File: src/rtl/quat_ncl_sync_sink_if.sv
// NCL rail side (quat_in/quat_comp) plus the clocked valid/ready output and error status.
// master = the surroundings driving rails and dout_ready; slave = the sink.
interface quat_ncl_sync_sink_if #(
  parameter int ERR_W = 8
) ();
  logic [3:0]       quat_in;
  logic             quat_comp;
  logic [1:0]       dout;
  logic             dout_valid;
  logic             dout_ready;
  logic             err_multi;
  logic [ERR_W-1:0] err_count;

  modport master (
    output quat_in, dout_ready,
    input  quat_comp, dout, dout_valid, err_multi, err_count
  );

  modport slave (
    input  quat_in, dout_ready,
    output quat_comp, dout, dout_valid, err_multi, err_count
  );
endinterface

File: src/rtl/quat_ncl_sync_sink.sv
// Clocked sink for 1-of-4 NCL rails: synchronize, detect stable DATA/NULL, decode, buffer in a show-ahead FIFO.
// Push lands SYNC_STAGES edges after a clean rail change; a full FIFO withholds quat_comp, stalling upstream.
module quat_ncl_sync_sink #(
  parameter int SYNC_STAGES = 2,
  parameter int DEPTH       = 4,
  parameter int ERR_W       = 8
) (
  input logic                  clk,
  input logic                  init_n,
  quat_ncl_sync_sink_if.slave  bus
);
  localparam int AW = (DEPTH > 1) ? $clog2(DEPTH) : 1;

  typedef enum logic {WAIT_DATA = 1'b0, WAIT_NULL = 1'b1} state_t;

  logic [3:0]       sync_q [SYNC_STAGES];
  logic [3:0]       s_ahead;
  logic [3:0]       s;
  logic             stable;
  logic             onehot;
  logic             multi;
  logic [1:0]       idx;
  state_t           state_q;
  state_t           state_d;
  logic             push;
  logic             pop;
  logic             full;
  logic             empty;
  logic [1:0]       mem [DEPTH];
  logic [AW-1:0]    wr_ptr;
  logic [AW-1:0]    rd_ptr;
  logic [AW:0]      cnt;
  logic [1:0]       last_q;
  logic             err_multi_q;
  logic [ERR_W-1:0] err_count_q;

  always_ff @(posedge clk or negedge init_n) begin
    if (!init_n) begin
      for (int i = 0; i < SYNC_STAGES; i++) sync_q[i] <= 4'b0000;
    end else begin
      sync_q[0] <= bus.quat_in;
      for (int i = 1; i < SYNC_STAGES; i++) sync_q[i] <= sync_q[i-1];
    end
  end

  // The stability test compares the sample about to become s with the current s,
  // so the decision registers on the same edge the previous-sample view goes equal.
  assign s_ahead = sync_q[SYNC_STAGES-2];
  assign s       = sync_q[SYNC_STAGES-1];
  assign stable  = (s_ahead == s);
  assign multi   = ((s & (s - 4'd1)) != 4'b0000);
  assign onehot  = (s != 4'b0000) && !multi;

  always_comb begin
    idx = 2'd0;
    case (s)
      4'b0010: idx = 2'd1;
      4'b0100: idx = 2'd2;
      4'b1000: idx = 2'd3;
      default: idx = 2'd0;
    endcase
  end

  assign empty = (cnt == '0);
  assign full  = (cnt == (AW+1)'(DEPTH));
  assign pop   = !empty && bus.dout_ready;

  always_comb begin
    state_d = state_q;
    push    = 1'b0;
    case (state_q)
      WAIT_DATA: begin
        // A pop on the same edge frees the slot, so a full FIFO still accepts.
        if (stable && onehot && (!full || pop)) begin
          push    = 1'b1;
          state_d = WAIT_NULL;
        end
      end
      WAIT_NULL: begin
        if (stable && (s == 4'b0000)) state_d = WAIT_DATA;
      end
      default: state_d = WAIT_DATA;
    endcase
  end

  always_ff @(posedge clk or negedge init_n) begin
    if (!init_n) state_q <= WAIT_DATA;
    else         state_q <= state_d;
  end

  always_ff @(posedge clk or negedge init_n) begin
    if (!init_n) begin
      err_multi_q <= 1'b0;
      err_count_q <= '0;
    end else if (stable && multi) begin
      err_multi_q <= 1'b1;
      if (err_count_q != '1) err_count_q <= err_count_q + 1'b1;
    end
  end

  always_ff @(posedge clk) begin
    if (push) mem[wr_ptr] <= idx;
  end

  always_ff @(posedge clk or negedge init_n) begin
    if (!init_n) begin
      wr_ptr <= '0;
      rd_ptr <= '0;
      cnt    <= '0;
      last_q <= 2'd0;
    end else begin
      if (push) wr_ptr <= wr_ptr + 1'b1;
      if (pop) begin
        rd_ptr <= rd_ptr + 1'b1;
        last_q <= mem[rd_ptr];
      end
      cnt <= cnt + {{AW{1'b0}}, push} - {{AW{1'b0}}, pop};
    end
  end

  assign bus.quat_comp  = (state_q == WAIT_NULL);
  assign bus.dout       = empty ? last_q : mem[rd_ptr];
  assign bus.dout_valid = !empty;
  assign bus.err_multi  = err_multi_q;
  assign bus.err_count  = err_count_q;
endmodule

File: src/flat_wrapper.sv
// flat-port wrapper written by rule: the top's interface ports become plain ports
module quat_ncl_sync_sink_flat 
#(
  parameter int SYNC_STAGES = 2,
  parameter int DEPTH       = 4,
  parameter int ERR_W       = 8
)
  (clk, init_n, bus_quat_in, bus_dout_ready, bus_quat_comp, bus_dout, bus_dout_valid, bus_err_multi, bus_err_count);
  quat_ncl_sync_sink_if #(.ERR_W(ERR_W)) bus_i ();
  input logic clk;
  input logic init_n;
  input wire logic [$bits(bus_i.quat_in)-1:0] bus_quat_in;
  input wire logic [$bits(bus_i.dout_ready)-1:0] bus_dout_ready;
  output wire logic [$bits(bus_i.quat_comp)-1:0] bus_quat_comp;
  output wire logic [$bits(bus_i.dout)-1:0] bus_dout;
  output wire logic [$bits(bus_i.dout_valid)-1:0] bus_dout_valid;
  output wire logic [$bits(bus_i.err_multi)-1:0] bus_err_multi;
  output wire logic [$bits(bus_i.err_count)-1:0] bus_err_count;
  assign bus_i.quat_in = bus_quat_in;
  assign bus_i.dout_ready = bus_dout_ready;
  assign bus_quat_comp = bus_i.quat_comp;
  assign bus_dout = bus_i.dout;
  assign bus_dout_valid = bus_i.dout_valid;
  assign bus_err_multi = bus_i.err_multi;
  assign bus_err_count = bus_i.err_count;
  quat_ncl_sync_sink #(.SYNC_STAGES(SYNC_STAGES), .DEPTH(DEPTH), .ERR_W(ERR_W)) u_core (.clk(clk), .init_n(init_n), .bus(bus_i));
endmodule
File: config.mk
export PLATFORM = sky130hd
export DESIGN_NAME = quat_ncl_sync_sink_flat
export DESIGN_NICKNAME = d
export VERILOG_FILES = /design/src/rtl/quat_ncl_sync_sink_if.sv /design/src/rtl/quat_ncl_sync_sink.sv /design/src/flat_wrapper.sv
export SDC_FILE = /design/constraint.sdc
export NUM_CORES = 1
export LEC_CHECK = 0
export CAP_MARGIN = 40
export CORE_ASPECT_RATIO = 1.2
export CORE_MARGIN = 5
export CORE_UTILIZATION = 40
export DETAILED_ROUTE_END_ITERATION = 8
export SYNTH_ARGS = -nofsm -noshare
export SYNTH_HDL_FRONTEND = slang
export SYNTH_SLANG_ARGS = --single-unit
File: constraint.sdc
create_clock -name clk -period 3.6 [get_ports clk]
set_clock_uncertainty 0.2 [all_clocks]
set_input_delay 0.36 -clock clk [delete_from_list [all_inputs] [get_ports clk]]
set_output_delay 0.36 -clock clk [all_outputs]
set_load 0.01 [all_outputs]
* After elaboration in Yosys (flattened, before gate mapping)
Memory sizes are Yosys's and may differ from the RTL's.
Index checks and enable logic that the tools add are counted.
** Word-level totals
- Bits in registers :: 27
- Latch bits :: 0
- RAM bits :: 8
- Memory bits (read-only) :: 0
- Output and inout bits :: 13
- Word-level logic and storage cells :: 47
- Memories kept :: 1
** Cells by class
- Add/sub/neg operators :: 6
- $mul :: 0
- Divide/modulo/power cells :: 0
- Order comparisons :: 0
- Eq/ne operators :: 6
- Shift operators :: 0
- Muxes and demuxes :: 8
- Bitwise logic cells :: 2
- Reductions and logical operators :: 15
** Memories
- u_core.mem :: words 4, width 2, read ports 1, clocked after memory_dff 0, write ports 1, RTL line quat_ncl_sync_sink.sv:29 : logic [1:0] mem [DEPTH];
** Operators by type and width (number)
- 8-bit by 1-bit adder with 8-bit output (second input constant) :: 1
- 8-bit != test (second input constant) :: 1
- 4-bit nonzero test :: 2
- 1-bit logical AND :: 6
- 2-bit case mux with 3 select lines :: 1
- 1-bit 2-to-1 mux :: 5
- 2-bit by 1-bit adder with 2-bit output (second input constant) :: 2
- 4-bit AND :: 1
- 4-bit by 2-bit == test with 1-bit output (second input constant) :: 1
- 4-bit by 3-bit == test with 1-bit output (second input constant) :: 1
- 4-bit == test :: 1
- 4-bit == test (second input constant) :: 1
- 4-bit logical NOT :: 1
- 4-bit by 1-bit subtractor with 4-bit output (second input constant) :: 1
- 3-bit by 1-bit adder with 3-bit output :: 1
- 3-bit == test (second input constant) :: 1
- 1-bit logical NOT :: 3
- 3-bit logical NOT :: 1
- 3-bit by 1-bit subtractor with 3-bit output :: 1
- 2-bit 2-to-1 mux :: 1
- 1-bit case mux with 2 select lines :: 1
- 2-bit AND reduction :: 1
- 1-bit logical OR :: 1
- 1-bit inverter :: 1

* Longest topological paths before layout
Gate-level depths: netlist of the first run.
- Depth in word-level cells :: 11
- Mapped depth :: 12

* Least setup slack after synthesis of the first run
OpenSTA, ideal clock, no wires.
- Path type :: flip-flop to flip-flop
- From :: register u_core.sync_q, in the netlist u_core.s[3]
- To :: register u_core.cnt[2]
- Setup time :: 0.123 ns
- Arrival time :: 2.384 ns
- Required time :: 3.277 ns
- Setup slack :: 0.893 ns
- Stages on the path, launching flop included :: 13
- Buffers on the path :: 2
- Clock period less this slack :: 2.707 ns
- Cell sequence :: dfrtp_1 -> buf_2 -> a211o_1 -> nand2_2 -> and3b_1 -> buf_6 -> inv_1 -> ha_1 -> inv_1 -> ha_1 -> fa_1 -> xnor2_1 -> xnor2_1
** Between the ends
- Longest elaborated chain between the ends :: 11
** Ends and longest elaborated chain
- start: declaration :: RTL line quat_ncl_sync_sink.sv:16 : logic [3:0] sync_q [SYNC_STAGES];
- 4-bit by 1-bit subtractor with 4-bit output :: RTL line quat_ncl_sync_sink.sv:51 : assign multi = ((s & (s - 4'd1)) != 4'b0000);
- 4-bit AND :: RTL line quat_ncl_sync_sink.sv:51
- 4-bit nonzero test :: RTL line quat_ncl_sync_sink.sv:51
- 1-bit logical NOT :: RTL line quat_ncl_sync_sink.sv:52 : assign onehot = (s != 4'b0000) && !multi;
- 1-bit logical AND :: RTL line quat_ncl_sync_sink.sv:52
- 1-bit logical AND * (2 in series) :: RTL line quat_ncl_sync_sink.sv:74 : if (stable && onehot && (!full || pop)) begin
- 1-bit 2-to-1 mux * :: RTL line quat_ncl_sync_sink.sv:74
- 1-bit 2-to-1 mux * :: RTL line quat_ncl_sync_sink.sv:71 : case (state_q)
- 3-bit by 1-bit adder with 3-bit output * :: RTL line quat_ncl_sync_sink.sv:117 : cnt <= cnt + {{AW{1'b0}}, push} - {{AW{1'b0}}, pop};
- 3-bit by 1-bit subtractor with 3-bit output * :: RTL line quat_ncl_sync_sink.sv:117
- end signal: assignment :: RTL line quat_ncl_sync_sink.sv:117
- end: declaration :: RTL line quat_ncl_sync_sink.sv:32 : logic [AW:0] cnt;
Every way passes the cells marked *; elsewhere a longest branch is shown, timed or not.
A chain may end at the register's enable or synchronous reset.

* Worst setup path after layout of the first run
- From :: register u_core.sync_q, in the netlist u_core.s[0]
- To :: register u_core.cnt[2]
Same word-level chain as after synthesis.

==> results of run 1 <==
[state kept, by name, summed over array words and instances (netlist names)]
| name | count |
|---|---|
| u_core.bus.err_count | 8 |
| u_core.mem | 8 |
| u_core.s | 4 |
| u_core.s_ahead | 4 |
| u_core.cnt | 3 |
| u_core.last_q | 2 |
| u_core.rd_ptr | 2 |
| u_core.wr_ptr | 2 |
| u_core.bus.err_multi | 1 |
| u_core.bus.quat_comp | 1 |
[cells in the final DEF (no fill, tap or decap), drive strengths merged, types with 3 or more instances in the layout]
master	Yosys	final
and2	5	5
edfxtp	8	8
nor4	3	3
mux2	5	5
nand2	12	12
clkdlybuf4s50	0	19
nor3	7	7
clkbuf	1	5
xor2	4	4
dfrtp	27	27
xnor2	11	11
inv	9	9
ha	7	7
[routing by layer]
metal / GRT usage (%) / vias up / wire [um]
li1: - / 468 / -
met1: 14.8 / 486 / 1210
met2: 19.9 / 22 / 1440
met3: 4.48 / 5 / 147
met4: 4.68 / 0 / 46
met5: 0 / - / 0
[final cells by class]
type	count	share of cell area [%]
flip-flops and latches	35	45.9
clock buffers	5	3.45
clock inverters	3	1.94
inverters	9	1.69
multi-input cells	76	33.7
repair buffers	20	9.91
well taps	54	3.39
[worst max path at each step]
| stage | end | from | slack (ns) |
|---|---|---|---|
| global route | u_core.cnt[2] | u_core.s[0] | 0.47 |
| global placement | u_core.cnt[2] | bus_dout_ready | 0.75 |
| CTS | u_core.cnt[2] | u_core.s[0] | 0.64 |
| floorplan | u_core.cnt[2] | u_core.s[3] | 0.89 |
| finish | u_core.cnt[2] | u_core.s[0] | 0.68 |
| detailed placement | u_core.cnt[2] | u_core.s[0] | 0.67 |
[per-stage QoR]
stage	hold WS (ns)	utilization (%)	instance area, um2
global route	0.229	50.2	1990
floorplan	-0.136	-	1660
finish	0.224	50.2	1990
detailed placement	0.202	47.5	1890
CTS	0.222	50.2	1990
global placement	0.192	47.5	1890
[worst max-delay path: cells and delay by family (launching register included)]
kind	cells	cell delay [ns]
adders and majority gates	3	0.83
DFF	1	0.44
xor gates and xnor gates	3	0.61
and+or+nand+nor	2	0.64
buffers and inverters	2	0.13
[where the power goes]
part	switching, W	internal (W)
Sequential	0.0000711	0.000481
Clock	0.000133	0.000202
Combinational	0.000146	0.000199
Total	0.000351	0.000882
[cell families (layout without fill, tap and decap cells)]
| group | count (synthesis) | count (layout) | share of synthesized area (%) |
|---|---|---|---|
| adder cells (fa/ha/maj) | 8 | 8 | 6.49 |
| XOR/XNOR | 15 | 15 | 9.28 |
| AO/OA/AOI/OAI | 6 | 6 | 2.87 |
| multiplexers | 7 | 7 | 6.34 |
| AND/OR/NAND/NOR | 40 | 40 | 15.5 |
| buffers and inverters | 14 | 37 | 4.23 |
| flip-flops | 35 | 35 | 55.2 |
==> impl_metrics.tcl, run 1 <==
set metrics [dict create \
    crit_path_start_kind "flip-flop" \
    rsz0062_at_grt "no" \
    irDropWorstVdd_v 0.000353 \
    vias_per_cell 4.86 \
    cpMaxStageDelayCell "dfrtp_1" \
    synth.most_common_cell "dfrtp_1" \
    rows 25 \
    timing.rr.start "u_core.s[0]" \
    clock-sinks 35 \
    stdcell_count 202 \
    dp_cells 194 \
    yosys.cell_types.count 37 \
    core_area_um2 3970 \
    path_class "reg2reg" \
    hold_viol 0 \
    cts_buffer_depth 2 \
    synth_area_um2 1660 \
    nets 162 \
    grt_pass1_wl_um 4970 \
    setup_viol_count_final 0 \
    place_congestion 0.750 \
    ys.flop_type "dfrtp_1" \
    crit_arrival_ns 2.92 \
    synthTopCellsByCount "dfrtp_1, nand2_1, inv_1" \
    required_ns 3.60 \
    synth_fp_nets 140 \
    drc_errors 0 \
    min_path_type "reg2reg" \
    fin_crit_ns 2.92 \
    post-dp-hpwl_um 2130 \
    synth_edf_count 8 \
    power_density_nw_per_um2 618 \
    io_buffers 19 \
    min_from "u_core.s_ahead[0]" \
    overflow 0 \
    setup_ws_ns 0.680 \
    tns_ns 0 \
    worst_pin_slew_ns 0.537 \
    slew_headroom_pct 63.9 \
    drive_gt1_share_pct 14.9 \
    whs_endpoint "u_core.s[0]" \
    drt_pass1_iterations 3 \
    syn_inst 125 \
    synth.largest_area_cell "dfrtp_1" \
    finalPower_w 0.00123 \
    holdBufCountCts 0 \
    nFillCells 374 \
    grt_pass1_vias 1076 \
    max_freq_ghz 0.342 \
    async_flop_share_pct 77.1 \
    grt_max_degree 28 \
    postCtsSetupRepairBufs 0 \
    ios 20 \
    die_area_um2 5540 \
    dieHeight_um 80.5 \
    postRouteAntennaNets 0 \
    clk_transition_reported_paths_ns 0.07 \
    routedWlPerCell_um 14.1 \
    clockRootBuffer "clkbuf_8" \
    routed_wl_um 2840 \
    fp.dieW_um 68.8 \
    worstPathMaxFanout 10 \
    cp_slowest_stage_delay_ns 0.44 \
    antenna_cells 0 \
    reg2regPathDepth 10 \
    timing.final.crit_share_pct 81.1 \
    status "completed" \
    dp_slack_ns 0.672 \
    worst_r2r_endpoint "u_core.cnt[2]" \
    syn_area_per_cell_um2 13.3 \
    regToRegSetupSlack_ns 0.68 \
    antenna_found_initial 0 \
    synth_seq_area_share_pct 55.2 \
    min_path_cells 0 \
    initial_core_util_pct 41.7 \
    route.vias.total 981 \
    path_cells "xnor2_1 -> nand4_4 -> and3b_1 -> inv_1 -> ha_1 -> inv_1 -> ha_1 -> fa_1 -> xnor2_1 -> xnor2_1" \
    cts_tree "done" \
    cts_made_buffers 5 \
    register_area_um2 916 \
    multiInputGateArea_um2 672 \
    power.leakage_nw 0.837 \
    cp-end-kind "flip-flop" \
    drt_iter0_drc 35 \
    clk_latency_ns 0.28 \
    synth_seq_cells 35 \
    ys_warn_count 0 \
    htree_levels 2 \
    maxSlewViolCount 0 \
    crit_top_cell "xnor2_1" \
    synth_area_leaders "dfrtp_1, edfxtp_1, ha_1, xnor2_1, xnor2_2" \
    area_delta_synth_final_pct 20.3 \
    synth.top_cell.area_share_pct 40.8 \
    post_cts_resized 0 \
    max-cap-violations 0 \
    grt_usage_pct 12.3 \
]
Note: power is estimated with default switching activity, not from simulation.
==> run 2, diff against run 1 <==
clock period = 2.4 ns   (was 3.6 ns; I/O delays follow)
==> impl_metrics.tcl, run 2 (synthesis gave the netlist of run 1 again) <==
set metrics [dict create \
    path_cells "a211o_1 -> nand2_4 -> and3b_2 -> inv_4 -> ha_4 -> inv_2 -> ha_4 -> fa_2 -> xnor2_2 -> xnor2_1" \
    cpMaxStageDelayCell "dfrtp_2" \
    dp_slack_ns -0.216 \
    clk_transition_reported_paths_ns 0.07 \
    regToRegSetupSlack_ns -0.07 \
    top_layer "met4" \
    final_common_cell "dfrtp_1" \
    clock-sinks 35 \
    nets 178 \
    postRouteAntennaNets 0 \
    dpl_cell_area_um2 2050 \
    worstPathMaxFanout 5 \
    post-dp-hpwl_um 2040 \
    layout_common_cells "dfrtp_1, clkdlybuf4s50_1, buf_4" \
    maxSlewViolCount 0 \
    io_buffers 19 \
    crit_path_start_kind "flip-flop" \
    drt_iter0_drc 19 \
    routed_wl_um 2740 \
    hold_viol 0 \
    grt_pass1_wl_um 4690 \
    area_delta_synth_final_pct 33.7 \
    drive_gt1_share_pct 32.3 \
    max-cap-violations 0 \
    max_freq_ghz 0.404 \
    routedWlPerCell_um 12.6 \
    final_cell_area_um2 2220 \
    clk_latency_ns 0.29 \
    nFillCells 351 \
    ios 20 \
    grt_usage_pct 11.7 \
    initial_core_util_pct 41.7 \
    path_class "reg2reg" \
    drt_pass1_iterations 4 \
    worst_pin_slew_ns 0.389 \
    timing.final.crit_share_pct 103 \
    grt_pass1_vias 1030 \
    overflow 0 \
    htree_levels 2 \
    cp_slowest_stage_delay_ns 0.46 \
    power_density_nw_per_um2 930 \
    cp-end-kind "flip-flop" \
    violations "negative setup slack" \
    drc_errors 0 \
    cts_made_buffers 5 \
    met1_length_um 1160 \
    setup_ws_ns -0.0736 \
    wl_met3_um 155 \
    die_area_um2 5540 \
    clockRootBuffer "clkbuf_8" \
    dieHeight_um 80.5 \
    fp.dieW_um 68.8 \
    cts_tree "done" \
    crit_family "adder cells" \
    core_area_um2 3970 \
    crit_buf_inv 2 \
    power.leakage_nw 0.936 \
    tns_ns -0.0736 \
    place_congestion 0.750 \
    rows 25 \
    grt_max_degree 28 \
    holdBufCountCts 0 \
    antenna_found_initial 0 \
    reg2regPathDepth 10 \
    timing.rr.start "u_core.s[0]" \
    irDropWorstVdd_v 0.000318 \
    crit_arrival_ns 2.45 \
    cts_buffer_depth 2 \
    setup_viol_count_final 1 \
    finalPower_w 0.00206 \
    fin_crit_ns 2.47 \
    rsz0062_at_grt "yes" \
    min_path_type "in2async" \
    route.vias.total 1042 \
    antenna_cells 0 \
    status "finished, violations left" \
    worst_r2r_endpoint "u_core.cnt[2]" \
    required_ns 2.38 \
    vias_per_cell 4.78 \
    slew_headroom_pct 73.8 \
    fin_util_pct 55.8 \
    crit_top_cell "ha_4" \
    dr_wl_met2_um 1370 \
]
[run 2: changes by cell type in the layout (fill, tap and decap cells not counted), sizes merged]
| cell | delta |
|---|---|
| buf | +16 |
| bufinv | +1 |
| clkdlybuf4s50 | -2 |
| clkinv | -2 |
| clkinvlp | +1 |
| dlygate4sd2 | +2 |
[run 2: how the worst max path moves through the flow]
stage	start	endpoint	cells after the start
after global routing	u_core.s[0]	u_core.cnt[2]	10
after floorplan	u_core.s[2]	u_core.cnt[2]	12
after global placement	bus_dout_ready	u_core.cnt[2]	11
after CTS	u_core.s[1]	u_core.cnt[2]	10
after detailed placement	bus_dout_ready	u_core.cnt[2]	11
final	u_core.s[0]	u_core.cnt[2]	10
[run 2: per-layer routing]
metal / vias to the layer above / track usage (%)
li1: 505 / -
met1: 511 / 14.0
met2: 20 / 18.2
met3: 6 / 4.62
met4: 0 / 5.26
met5: - / 0
[run 2: final cells by class]
cell class,instances,area [um2],share of cell area [%]
Clock buffer,5,68.8,3.11
Clock inverter,3,67.6,3.05
Inverter,9,36.3,1.64
Multi-Input combinational cell,76,738,33.3
Sequential cell,35,922,41.6
Tap cell,54,67.6,3.05
Timing Repair Buffer,36,315,14.2
[run 2: stage by stage]
stage	hold slack, ns	instances
2_1_floorplan	-0.256	125
3_3_place_gp	0.214	207
3_5_place_dp	0.214	207
4_1_cts	0.139	218
5_1_grt	0.170	218
6_report	0.121	218
[run 2: where the power goes]
group | internal [W] | leakage, nW | switching, W
combinational | 0.000358 | 0.477 | 0.000242
sequential | 0.000723 | 0.394 | 0.000108
clock | 0.000414 | 0.0644 | 0.000216
[run 2: timing repair]
| item | 4_1_cts | 5_1_grt |
|---|---|---|
| gates resized for setup | 7 | 2 |
| buffers inserted | 3 | 0 |
| gates cloned | 0 | 0 |
| endpoints found under the setup margin | 4 | 2 |
| pin swaps | 5 | 3 |
==> run 3, diff against run 2 <==
CORE_UTILIZATION = 49   (was 40)
PLACE_DENSITY = 0.74   (was default)
==> impl_metrics.tcl, run 3 (synthesis gave the netlist of run 1 again) <==
set metrics [dict create \
    fp.dieW_um 63.1 \
    dpl_cell_area_um2 2020 \
    grt_pass1_wl_um 5090 \
    htree_levels 2 \
    routedWlPerCell_um 14.0 \
    routed_wl_um 2820 \
    max-cap-violations 0 \
    holdBufCountCts 0 \
    setup_ws_ns -0.113 \
    drive_gt1_share_pct 29.9 \
    status "finished, violations left" \
    rsz0062_at_grt "yes" \
    drc_errors 0 \
    dieHeight_um 73.7 \
    die_area_um2 4650 \
    post-dp-hpwl_um 2150 \
    layout_common_cells "dfrtp_1, clkdlybuf4s50_1, buf_4" \
    maxSlewViolCount 0 \
    max_freq_ghz 0.398 \
    worst_pin_slew_ns 0.452 \
    clock-sinks 35 \
    cts_tree "done" \
    cp-end-kind "flip-flop" \
    setup_viol_count_final 1 \
    antenna_cells 0 \
    cts_buffer_depth 2 \
    overflow 0 \
    area_delta_synth_final_pct 28.9 \
    ios 20 \
    nFillCells 241 \
    drt_pass1_iterations 4 \
    min_path_type "in2async" \
    rows 23 \
    hold_viol 0 \
    drt_iter0_drc 31 \
    final_cell_area_um2 2140 \
    grt_usage_pct 14.4 \
    clockRootBuffer "clkbuf_8" \
    power_density_nw_per_um2 849 \
    nets 178 \
    timing.hold.ws_ns 0.124 \
    crit_path_start_kind "flip-flop" \
    crit_arrival_ns 2.48 \
    io_buffers 19 \
    postRouteAntennaNets 0 \
    grt_max_degree 28 \
    required_ns 2.37 \
    initial_core_util_pct 50.1 \
    clk_latency_ns 0.28 \
    power.leakage_nw 0.913 \
    p_sw_w 0.000539 \
    antenna_found_initial 0 \
    vias_per_cell 5.28 \
    grt_pass1_vias 1122 \
    path_class "reg2reg" \
    route.vias.total 1062 \
    place_congestion 0.752 \
    power.internal_w 0.00128 \
    pwr-share-comb_pct 33.2 \
    sequentialPowerShare_pct 45.8 \
    final_common_cell "dfrtp_1" \
    worstPathMaxFanout 5 \
    slew_headroom_pct 69.6 \
    timing.final.crit_share_pct 105 \
    clk_transition_reported_paths_ns 0.07 \
    switching_share_pct 29.7 \
    cts_made_buffers 5 \
    fin_crit_ns 2.51 \
    pwr-share-clk_pct 21.1 \
    violations "negative setup slack" \
    core_area_um2 3310 \
    irDropWorstVdd_v 0.000609 \
]
==> run 3: changes by cell type in the layout (fill, tap and decap cells not counted), sizes merged <==
cell      previous run  this run
clkinv               0         2
clkbuf               5         6
bufinv               2         0
clkinvlp             1         0
==> run 3: timing repair <==
action,CTS,global route
pin swaps,5,3
resized for setup,7,1
endpoints found under the setup margin,4,2
setup buffers,2,1
==> run 3: through the flow <==
| step | setup WS, ns | util (%) | power, W | setup TNS [ns] | cells |
|---|---|---|---|---|---|
| after floorplan | -0.203 | - | 0.00120 | -0.238 | 125 |
| after global placement | -0.147 | 61.2 | 0.00142 | -0.156 | 190 |
| after detailed placement | -0.279 | 61.2 | 0.00147 | -0.411 | 190 |
| after CTS | -0.130 | 64.2 | 0.00185 | -0.130 | 200 |
| after global routing | -0.201 | 64.6 | 0.00195 | -0.204 | 201 |
| final | -0.113 | 64.6 | 0.00181 | -0.113 | 201 |
==> run 3: final timing paths <==
path,slack [ns],end,cells past startpoint,start
max in group asynchronous,1.59,u_core.s[1],2,init_n
worst max register to register,-0.11,u_core.cnt[2],10,u_core.s[2]
worst min-delay path,0.12,u_core.rd_ptr[1],2,init_n
worst max-delay path,-0.11,u_core.cnt[2],10,u_core.s[2]
worst min register to register,0.23,u_core.s[0],0,u_core.s_ahead[0]
min in group clk,0.20,u_core.s_ahead[1],1,bus_quat_in[1]
==> run 3: routing by layer <==
metal / wire [um] / track usage, %
met5: 0 / 0
met4: 84 / 9.43
met3: 121 / 4.13
met2: 1490 / 23.9
met1: 1130 / 16.1
==> run 3: power by group through the flow <==
| stage | Sequential, W | Combinational, W | Clock (W) |
|---|---|---|---|
| final | 0.000830 | 0.000602 | 0.000383 |
| after global routing | 0.000853 | 0.000670 | 0.000431 |
| after CTS | 0.000832 | 0.000616 | 0.000400 |
| after detailed placement | 0.000841 | 0.000628 | 0 |
| after global placement | 0.000832 | 0.000590 | 0 |
| after floorplan | 0.000834 | 0.000364 | 0 |
==> run 3: final cells by class <==
class                      instances  area (um2)  area share, %
clock inverter                     2        7.51          0.351
timing repair buffer              36         315           14.8
clock buffer                       6        72.6           3.40
inverter                           9        36.3           1.70
tap                               37        46.3           2.17
multi-input combinational         76         738           34.5
sequential                        35         921           43.1
==> run 3: worst max-delay path, cell delays in order, from the launching register on <==
cell and delay, ns:
dfrtp_2 0.46, a211o_1 0.35, nand2_4 0.08, and3b_2 0.22, inv_4 0.04, ha_4 0.25
inv_2 0.04, ha_4 0.14, fa_2 0.35, xnor2_2 0.14, xnor2_1 0.13
